### config.mk
export PLATFORM = sky130hd
export DESIGN_NAME = top_design_sel_ctrl_flat
export DESIGN_NICKNAME = d
export VERILOG_FILES = /design/src/rtl/top_design_sel_pkg.sv /design/src/rtl/top_design_sel_ctrl_if.sv /design/src/rtl/sel_wb_regs.sv /design/src/rtl/top_design_sel_ctrl.sv /design/src/flat_wrapper.sv
export SDC_FILE = /design/constraint.sdc
export NUM_CORES = 1
export LEC_CHECK = 0
export ABC_AREA = 1
export CAP_MARGIN = 20
export CORE_ASPECT_RATIO = 0.7
export CORE_MARGIN = 4
export CORE_UTILIZATION = 30
export DETAILED_ROUTE_END_ITERATION = 10
export GPL_TIMING_DRIVEN = 1
export SYNTH_ARGS = -nofsm -noshare
export SYNTH_HDL_FRONTEND = slang
export SYNTH_HIERARCHICAL = 1
export SYNTH_SLANG_ARGS = --single-unit
### constraint.sdc
create_clock -name wb_clk_i -period 3.1 [get_ports wb_clk_i]
set_clock_uncertainty 0.1 [all_clocks]
set_input_delay 0.62 -clock wb_clk_i [delete_from_list [all_inputs] [get_ports wb_clk_i]]
set_output_delay 0.62 -clock wb_clk_i [all_outputs]
set_load 0.01 [all_outputs]
### src/rtl/top_design_sel_pkg.sv
// Shared definitions for the design-mux selection driver: sequencer states,
// register offsets and CTRL readback bit positions.
package top_design_sel_pkg;

  localparam int ID_W = 4;

  localparam logic [31:0] CTRL_OFF   = 32'h0000_0000;
  localparam logic [31:0] STATUS_OFF = 32'h0000_0004;

  localparam int CTRL_BUSY_BIT = 4;
  localparam int CTRL_PEND_BIT = 5;

  typedef enum logic [2:0] {
    ST_BOOT,
    ST_IDLE,
    ST_SETUP,
    ST_HIGH,
    ST_HOLD
  } sel_state_e;

endpackage

### src/rtl/top_design_sel_ctrl_if.sv
// Wishbone slave bus used by the selection driver; the firmware side is the master.
interface top_design_sel_ctrl_if;

  logic        wbs_cyc_i;
  logic        wbs_stb_i;
  logic        wbs_we_i;
  logic [3:0]  wbs_sel_i;
  logic [31:0] wbs_adr_i;
  logic [31:0] wbs_dat_i;
  logic        wbs_ack_o;
  logic [31:0] wbs_dat_o;

  modport slave (
    input  wbs_cyc_i, wbs_stb_i, wbs_we_i, wbs_sel_i, wbs_adr_i, wbs_dat_i,
    output wbs_ack_o, wbs_dat_o
  );

  modport master (
    output wbs_cyc_i, wbs_stb_i, wbs_we_i, wbs_sel_i, wbs_adr_i, wbs_dat_i,
    input  wbs_ack_o, wbs_dat_o
  );

endinterface

### src/rtl/sel_wb_regs.sv
// Wishbone decode, single-cycle ack, one-deep pending request slot and
// CTRL/STATUS readback for the selection driver.
module sel_wb_regs
  import top_design_sel_pkg::*;
#(
  parameter logic [31:0] BASE_ADDR = 32'h3000_0000
) (
  input  logic                 wb_clk_i,
  input  logic                 rst_n,
  top_design_sel_ctrl_if.slave wbs,
  input  logic                 busy,
  input  logic [ID_W-1:0]      committed_id,
  input  logic [15:0]          commit_cnt,
  input  logic                 take_q,
  input  logic                 take_fwd,
  output logic                 pend_valid_q,
  output logic [ID_W-1:0]      pend_id_q,
  output logic                 pend_valid_fwd,
  output logic [ID_W-1:0]      pend_id_fwd
);

  logic            ack_q, ack_d;
  logic [31:0]     dat_q, dat_d;
  logic            pend_valid_d;
  logic [ID_W-1:0] pend_id_d;
  logic            ctrl_sel, status_sel, hit, ctrl_wr;
  logic [31:0]     ctrl_rd;
  logic            unused_wb_bits;

  assign ctrl_sel   = (wbs.wbs_adr_i == BASE_ADDR + CTRL_OFF);
  assign status_sel = (wbs.wbs_adr_i == BASE_ADDR + STATUS_OFF);
  // A live ack blocks a new hit, so acks are never back-to-back.
  assign hit     = wbs.wbs_cyc_i && wbs.wbs_stb_i && (ctrl_sel || status_sel) && !ack_q;
  assign ctrl_wr = hit && wbs.wbs_we_i && ctrl_sel && wbs.wbs_sel_i[0];

  // The forwarded view lets a write landing as HOLD ends launch without an IDLE cycle.
  assign pend_valid_fwd = pend_valid_q || ctrl_wr;
  assign pend_id_fwd    = ctrl_wr ? wbs.wbs_dat_i[ID_W-1:0] : pend_id_q;

  assign unused_wb_bits = ^{wbs.wbs_sel_i[3:1], wbs.wbs_dat_i[31:ID_W]};

  always_comb begin
    // NOTE: every always_comb output gets a default first so no path infers a latch.
    ctrl_rd                = '0;
    ctrl_rd[ID_W-1:0]      = committed_id;
    ctrl_rd[CTRL_BUSY_BIT] = busy;
    ctrl_rd[CTRL_PEND_BIT] = pend_valid_q;

    ack_d = hit;
    dat_d = '0;
    if (hit && !wbs.wbs_we_i) begin
      dat_d = ctrl_sel ? ctrl_rd : {16'b0, commit_cnt};
    end

    pend_id_d    = pend_id_q;
    pend_valid_d = pend_valid_q && !(take_q || take_fwd);
    if (ctrl_wr) begin
      pend_id_d    = wbs.wbs_dat_i[ID_W-1:0];
      pend_valid_d = !take_fwd;
    end
  end

  // NOTE: sequential state uses non-blocking assignments only, so every flop samples pre-edge values.
  always_ff @(posedge wb_clk_i or negedge rst_n) begin
    if (!rst_n) begin
      ack_q        <= 1'b0;
      dat_q        <= '0;
      pend_valid_q <= 1'b0;
      pend_id_q    <= '0;
    end else begin
      ack_q        <= ack_d;
      dat_q        <= dat_d;
      pend_valid_q <= pend_valid_d;
      pend_id_q    <= pend_id_d;
    end
  end

  assign wbs.wbs_ack_o = ack_q;
  assign wbs.wbs_dat_o = dat_q;

endmodule

### src/rtl/top_design_sel_ctrl.sv
// Driver for the design-mux selection strobe: sequences sel_id setup, sel_clk
// high and hold phases, auto-selecting DEFAULT_ID after reset.
module top_design_sel_ctrl
  import top_design_sel_pkg::*;
#(
  parameter logic [31:0]     BASE_ADDR  = 32'h3000_0000,
  parameter logic [ID_W-1:0] DEFAULT_ID = 4'd0,
  parameter int              SETUP_CYC  = 2,
  parameter int              HIGH_CYC   = 2,
  parameter int              HOLD_CYC   = 2
) (
  input  logic                 wb_clk_i,
  input  logic                 rst_n,
  top_design_sel_ctrl_if.slave wbs,
  output logic                 sel_clk,
  output logic [ID_W-1:0]      sel_id,
  output logic                 busy
);

  localparam logic [7:0] SETUP_LD = 8'(SETUP_CYC - 1);
  localparam logic [7:0] HIGH_LD  = 8'(HIGH_CYC - 1);
  localparam logic [7:0] HOLD_LD  = 8'(HOLD_CYC - 1);

  sel_state_e      state_q, state_d;
  logic [7:0]      cnt_q, cnt_d;
  logic            sel_clk_q, sel_clk_d;
  logic [ID_W-1:0] sel_id_q, sel_id_d;
  logic [ID_W-1:0] committed_q, committed_d;
  logic [15:0]     commit_cnt_q, commit_cnt_d;
  logic            busy_q, busy_d;
  logic            take_q, take_fwd;
  logic            pend_valid_q, pend_valid_fwd;
  logic [ID_W-1:0] pend_id_q, pend_id_fwd;

  sel_wb_regs #(.BASE_ADDR(BASE_ADDR)) u_regs (
    .wb_clk_i      (wb_clk_i),
    .rst_n         (rst_n),
    .wbs           (wbs),
    .busy          (busy_q),
    .committed_id  (committed_q),
    .commit_cnt    (commit_cnt_q),
    .take_q        (take_q),
    .take_fwd      (take_fwd),
    .pend_valid_q  (pend_valid_q),
    .pend_id_q     (pend_id_q),
    .pend_valid_fwd(pend_valid_fwd),
    .pend_id_fwd   (pend_id_fwd)
  );

  always_comb begin
    state_d      = state_q;
    cnt_d        = cnt_q;
    sel_clk_d    = sel_clk_q;
    sel_id_d     = sel_id_q;
    committed_d  = committed_q;
    commit_cnt_d = commit_cnt_q;
    take_q       = 1'b0;
    take_fwd     = 1'b0;

    unique case (state_q)
      ST_BOOT: begin
        sel_id_d = DEFAULT_ID;
        cnt_d    = SETUP_LD;
        state_d  = ST_SETUP;
      end
      ST_IDLE: begin
        if (pend_valid_q) begin
          sel_id_d = pend_id_q;
          take_q   = 1'b1;
          cnt_d    = SETUP_LD;
          state_d  = ST_SETUP;
        end
      end
      ST_SETUP: begin
        if (cnt_q == 8'd0) begin
          sel_clk_d = 1'b1;
          cnt_d     = HIGH_LD;
          state_d   = ST_HIGH;
        end else begin
          cnt_d = cnt_q - 8'd1;
        end
      end
      ST_HIGH: begin
        if (cnt_q == 8'd0) begin
          sel_clk_d   = 1'b0;
          committed_d = sel_id_q;
          cnt_d       = HOLD_LD;
          state_d     = ST_HOLD;
        end else begin
          cnt_d = cnt_q - 8'd1;
        end
      end
      ST_HOLD: begin
        if (cnt_q == 8'd0) begin
          commit_cnt_d = commit_cnt_q + 16'd1;
          if (pend_valid_fwd) begin
            sel_id_d = pend_id_fwd;
            take_fwd = 1'b1;
            cnt_d    = SETUP_LD;
            state_d  = ST_SETUP;
          end else begin
            state_d = ST_IDLE;
          end
        end else begin
          cnt_d = cnt_q - 8'd1;
        end
      end
      default: state_d = ST_BOOT;
    endcase

    // Registered from next state so busy reads 0 in reset and rises with the first sequence.
    busy_d = (state_d != ST_IDLE);
  end

  // NOTE: every control flop is reset asynchronously; reset aborts a sequence mid-strobe.
  always_ff @(posedge wb_clk_i or negedge rst_n) begin
    if (!rst_n) begin
      state_q      <= ST_BOOT;
      cnt_q        <= '0;
      sel_clk_q    <= 1'b0;
      sel_id_q     <= '0;
      committed_q  <= '0;
      commit_cnt_q <= '0;
      busy_q       <= 1'b0;
    end else begin
      state_q      <= state_d;
      cnt_q        <= cnt_d;
      sel_clk_q    <= sel_clk_d;
      sel_id_q     <= sel_id_d;
      committed_q  <= committed_d;
      commit_cnt_q <= commit_cnt_d;
      busy_q       <= busy_d;
    end
  end

  assign sel_clk = sel_clk_q;
  assign sel_id  = sel_id_q;
  assign busy    = busy_q;

endmodule

### src/flat_wrapper.sv
// flat-port wrapper written by rule: the top's interface ports become plain ports
module top_design_sel_ctrl_flat import top_design_sel_pkg::*;
#(
  parameter logic [31:0]     BASE_ADDR  = 32'h3000_0000,
  parameter logic [ID_W-1:0] DEFAULT_ID = 4'd0,
  parameter int              SETUP_CYC  = 2,
  parameter int              HIGH_CYC   = 2,
  parameter int              HOLD_CYC   = 2
)
  (wb_clk_i, rst_n, sel_clk, sel_id, busy, wbs_wbs_cyc_i, wbs_wbs_stb_i, wbs_wbs_we_i, wbs_wbs_sel_i, wbs_wbs_adr_i, wbs_wbs_dat_i, wbs_wbs_ack_o, wbs_wbs_dat_o);
  top_design_sel_ctrl_if wbs_i ();
  input  logic wb_clk_i;
  input  logic rst_n;
  output logic sel_clk;
  output logic [ID_W-1:0] sel_id;
  output logic busy;
  input wire logic [$bits(wbs_i.wbs_cyc_i)-1:0] wbs_wbs_cyc_i;
  input wire logic [$bits(wbs_i.wbs_stb_i)-1:0] wbs_wbs_stb_i;
  input wire logic [$bits(wbs_i.wbs_we_i)-1:0] wbs_wbs_we_i;
  input wire logic [$bits(wbs_i.wbs_sel_i)-1:0] wbs_wbs_sel_i;
  input wire logic [$bits(wbs_i.wbs_adr_i)-1:0] wbs_wbs_adr_i;
  input wire logic [$bits(wbs_i.wbs_dat_i)-1:0] wbs_wbs_dat_i;
  output wire logic [$bits(wbs_i.wbs_ack_o)-1:0] wbs_wbs_ack_o;
  output wire logic [$bits(wbs_i.wbs_dat_o)-1:0] wbs_wbs_dat_o;
  assign wbs_i.wbs_cyc_i = wbs_wbs_cyc_i;
  assign wbs_i.wbs_stb_i = wbs_wbs_stb_i;
  assign wbs_i.wbs_we_i = wbs_wbs_we_i;
  assign wbs_i.wbs_sel_i = wbs_wbs_sel_i;
  assign wbs_i.wbs_adr_i = wbs_wbs_adr_i;
  assign wbs_i.wbs_dat_i = wbs_wbs_dat_i;
  assign wbs_wbs_ack_o = wbs_i.wbs_ack_o;
  assign wbs_wbs_dat_o = wbs_i.wbs_dat_o;
  top_design_sel_ctrl #(.BASE_ADDR(BASE_ADDR), .DEFAULT_ID(DEFAULT_ID), .SETUP_CYC(SETUP_CYC), .HIGH_CYC(HIGH_CYC), .HOLD_CYC(HOLD_CYC)) u_core (.wb_clk_i(wb_clk_i), .rst_n(rst_n), .wbs(wbs_i), .sel_clk(sel_clk), .sel_id(sel_id), .busy(busy));
endmodule
==> results by group <==
Run status
  – Status: completed

Final layout
  – FILL cells: 1,084
  – Syn-to-layout area delta: 31.4%
  – Multi-input logic area: 1520 µm²
  – # diodes: 0
  – Ratio of cells with drive above 1 in the final layout: 0.0827
  – Nets: 579
  – Sequential cell area: 1480 µm²

STA
  – RSZ-0062 raised after global routing: false
  – Worst slew pin tran: 0.559 ns
  – Slew Viols, Final: 0
  – Peak Freq: 390 MHz
  – Worst slew margin: 0.627
  – Final setup violation count: 0
  – Number of hold violations in the final report: 0
  – Fin Setup TNS: 0 ns
  – Period utilisation layout: 0.826
  – Post-layout minimum cycle time: 2.56 ns
  – Hold_ws: 0.180 ns

Power
  – Peak VDD IR: 258 µV
  – PwrDens: 453 nW/µm²
  – Sw Ratio: 0.195
  – Combinational Power Share: 0.045
  – Clock Power Share: 0.558
  – Psw: 0.379 mW
  – Static Leakage: 1.98 nW
  – Sequential share of power: 0.397
  – Internal power: 1.56 mW

Placed design
  – Final GP Congestion: 0.829
  – IO buf count: 64
  – DP HPWL: 6130 µm

Routing
  – Final wirelength: 7960 µm
  – Starting DRT DRC Count: 189
  – First-pass DRT Iterations: 4
  – ANT nets after route: 0
  – Post-route DRC: 0
  – Via Count: 2,855
  – DR WL/cell: 12.4 µm
  – Vias per cell: 4.46

Worst setup path
  – Crit Path Class: primary input to flip-flop
  – Crit-path most repeated cell: nand2_1
  – Critical Path Fanout Max: 8
  – Delay-heaviest family, CP: simple AND/OR/NAND/NOR gates
  – Worst Path Required: 3.24 ns
  – Crit start category: primary input
  – Crit path DAT: 2.70 ns
  – Largest stage delay, worst path: 0.40 ns
  – Critical-path cell list: clkdlybuf4s50_1 -> nor2_1 -> nand2_1 -> nor2_1 -> nand2_1 -> nor2_8 -> nand3_2 -> nand2_1 -> nor2_1 -> nand2_1 -> nand3_1 -> o21ai_0
  – Slowest-stage cell, CP: clkdlybuf4s50_1
  – Worst Path Buf+Inv: 1
  – Crit end category: flip-flop

Clock network
  – CTS tree: built
  – Clock Sinks: 59
  – Total CTS buffers: 9
  – Clock Latency Late Sink: 0.33 ns
  – Hold_buf cts: 0
  – Post-CTS setup buffers: 0
  – PostCTS Resize Cnt: 0
  – Root Buffer: clkbuf_16
  – Worst-case clock buffer depth: 2
  – Clock slew at reported path FFs: 0.06 ns
  – H-tree levels: 3

Die
  – Die H: 95.2 µm
  – Initial Util: 0.311
  – Die area: 12,600 µm²
  – Core box area: 10,500 µm²
  – Die W: 133 µm
  – Row count: 31
  – # IOs: 112

Job
  – Max Cap Violations: 0

Synthesis
  – Count leader, synth: nand2_1
  – Post-synth EDFFs: 0
  – Synth top area share: 0.453
  – Mapped cell area: 3260 µm²
  – Top FF cell, synth: dfrtp_1
  – Library cells used by synthesis: 26
  – Mapped Cells: 433
  – Area contributors post-synth: dfrtp_1 45%, nand2_1 19%, nor2_1 6.8%, buf_4 3.9%, nand3_1 3.8%
  – Yosys reg bits: 59
  – Part of the Yosys area used for sequential elements: 0.453
  – Commonest cells post-synth: 163 x nand2_1, 59 x dfrtp_1, 59 x nor2_1
  – Ys async rst share: 1.00
  – YS warnings: 6
  – Syn Area/Cell: 7.53 µm²
  – Area leader, netlist: dfrtp_1

Global routing
  – First-pass GRT wire length: 13,400 µm
  – Number of global-route vias before repair: 2,754
  – Largest net degree at the start of global routing: 25
  – Initial antenna violation count: 0
  – Overall Global Routing Usage: 0.135
  – GRT overflow: 0

Min path
  – Type of the worst min-delay path: primary input to asynchronous set/reset pin
-- power groups by stage --
stage	clock network, mW	logic [mW]	registers, mW
2_1_floorplan	0	0.0326	0.784
3_3_place_gp	0	0.0868	0.784
3_5_place_dp	0	0.0882	0.784
4_1_cts	1.11	0.0882	0.771
5_1_grt	1.15	0.0975	0.770
6_report	1.08	0.0865	0.771
-- stage by stage --
step | power (mW) | instances | setup slack (ns) | util | area, µm²
after floorplan | 0.817 | 448 | 1.09 | - | 3320
after detailed placement | 0.872 | 624 | 0.162 | 0.378 | 3960
after CTS | 1.97 | 640 | 0.488 | 0.409 | 4280
final | 1.94 | 640 | 0.539 | 0.409 | 4280
after global placement | 0.871 | 624 | 0.247 | 0.378 | 3960
after global routing | 2.02 | 640 | 0.294 | 0.409 | 4280
-- final cells by class --
class                   count  share of cell area
clock inverters             5              0.0175
well taps                 132              0.0386
inverters                  37              0.0324
flip-flops and latches     59               0.345
repair buffers             67               0.154
clock buffers              11              0.0590
multi-input cells         329               0.354
-- layout by cell type (no fill, tap or decap) --
cell type	n
nand3_2	1
bufinv_16	2
nand2_1	163
o21ai_0	8
nor2_8	1
nand4_1	18
xor2_1	6
or2_2	1
nor2_1	59
buf_2	1
nor2_4	5
xnor2_1	1
conb_1	16
clkbuf_8	2
ha_1	3
nor2_2	4
nand2_4	2
o211ai_1	1
clkdlybuf4s50_1	63
clkinv_2	3
inv_1	33
clkbuf_16	9
inv_2	4
o21ai_1	3
a21oi_1	8
xor2_2	2
nand3_1	25
dfrtp_1	59
buf_4	3
nand2_2	2
-- path summary, 6_finish.rpt --
path | end | cells past startpoint | slack, ns | from
worst max-delay path | u_core/cnt_q[0] | 12 | 0.54 | wbs_wbs_adr_i[9]
worst min-delay path | u_core/u_regs/pend_id_q[0] | 1 | 0.18 | rst_n
worst max register to register | u_core/cnt_q[0] | 11 | 0.96 | u_core/u_regs/wbs.wbs_ack_o
worst min register to register | u_core/committed_q[1] | 2 | 0.37 | u_core/committed_q[1]
max in group asynchronous | u_core/u_regs/wbs.wbs_dat_o[2] | 2 | 1.98 | rst_n
min in group wb_clk_i | u_core/committed_q[1] | 2 | 0.37 | u_core/committed_q[1]
-- registers in the layout (all words and copies together) (netlist names) --
| signal | cells |
|---|---|
| u_core/sel_id | 4 |
| u_core/u_regs/pend_valid_q | 1 |
| u_core/u_regs/pend_id_q | 4 |
| u_core/cnt_q | 8 |
| u_core/busy | 1 |
| u_core/sel_clk | 1 |
| u_core/commit_cnt_q | 16 |
| u_core/u_regs/wbs.wbs_dat_o | 16 |
| u_core/state_q | 3 |
| u_core/u_regs/wbs.wbs_ack_o | 1 |
| u_core/committed_q | 4 |
-- logic make-up (layout without fill, tap and decap cells) --
| logic type | count (synthesis) | in the layout | share of synthesized area |
|---|---|---|---|
| flip-flops | 59 | 59 | 0.453 |
| other | 1 | 16 | 0.00115 |
| adder cells (fa/ha/maj) | 3 | 3 | 0.0115 |
| XOR/XNOR | 9 | 9 | 0.0288 |
| buffers and inverters | 60 | 120 | 0.0987 |
| AO/OA/AOI/OAI | 20 | 20 | 0.0315 |
| AND/OR/NAND/NOR | 281 | 281 | 0.375 |
-- layer usage --
layer  vias to the layer above  track usage  part of all wire
met5                         -            0                 0
met4                         0       0.0493             0.014
met3                        13       0.0480             0.068
met2                        76        0.189              0.41
met1                      1301        0.190              0.51
li1                       1465            -                 -
(Power assumes the default switching activity.)
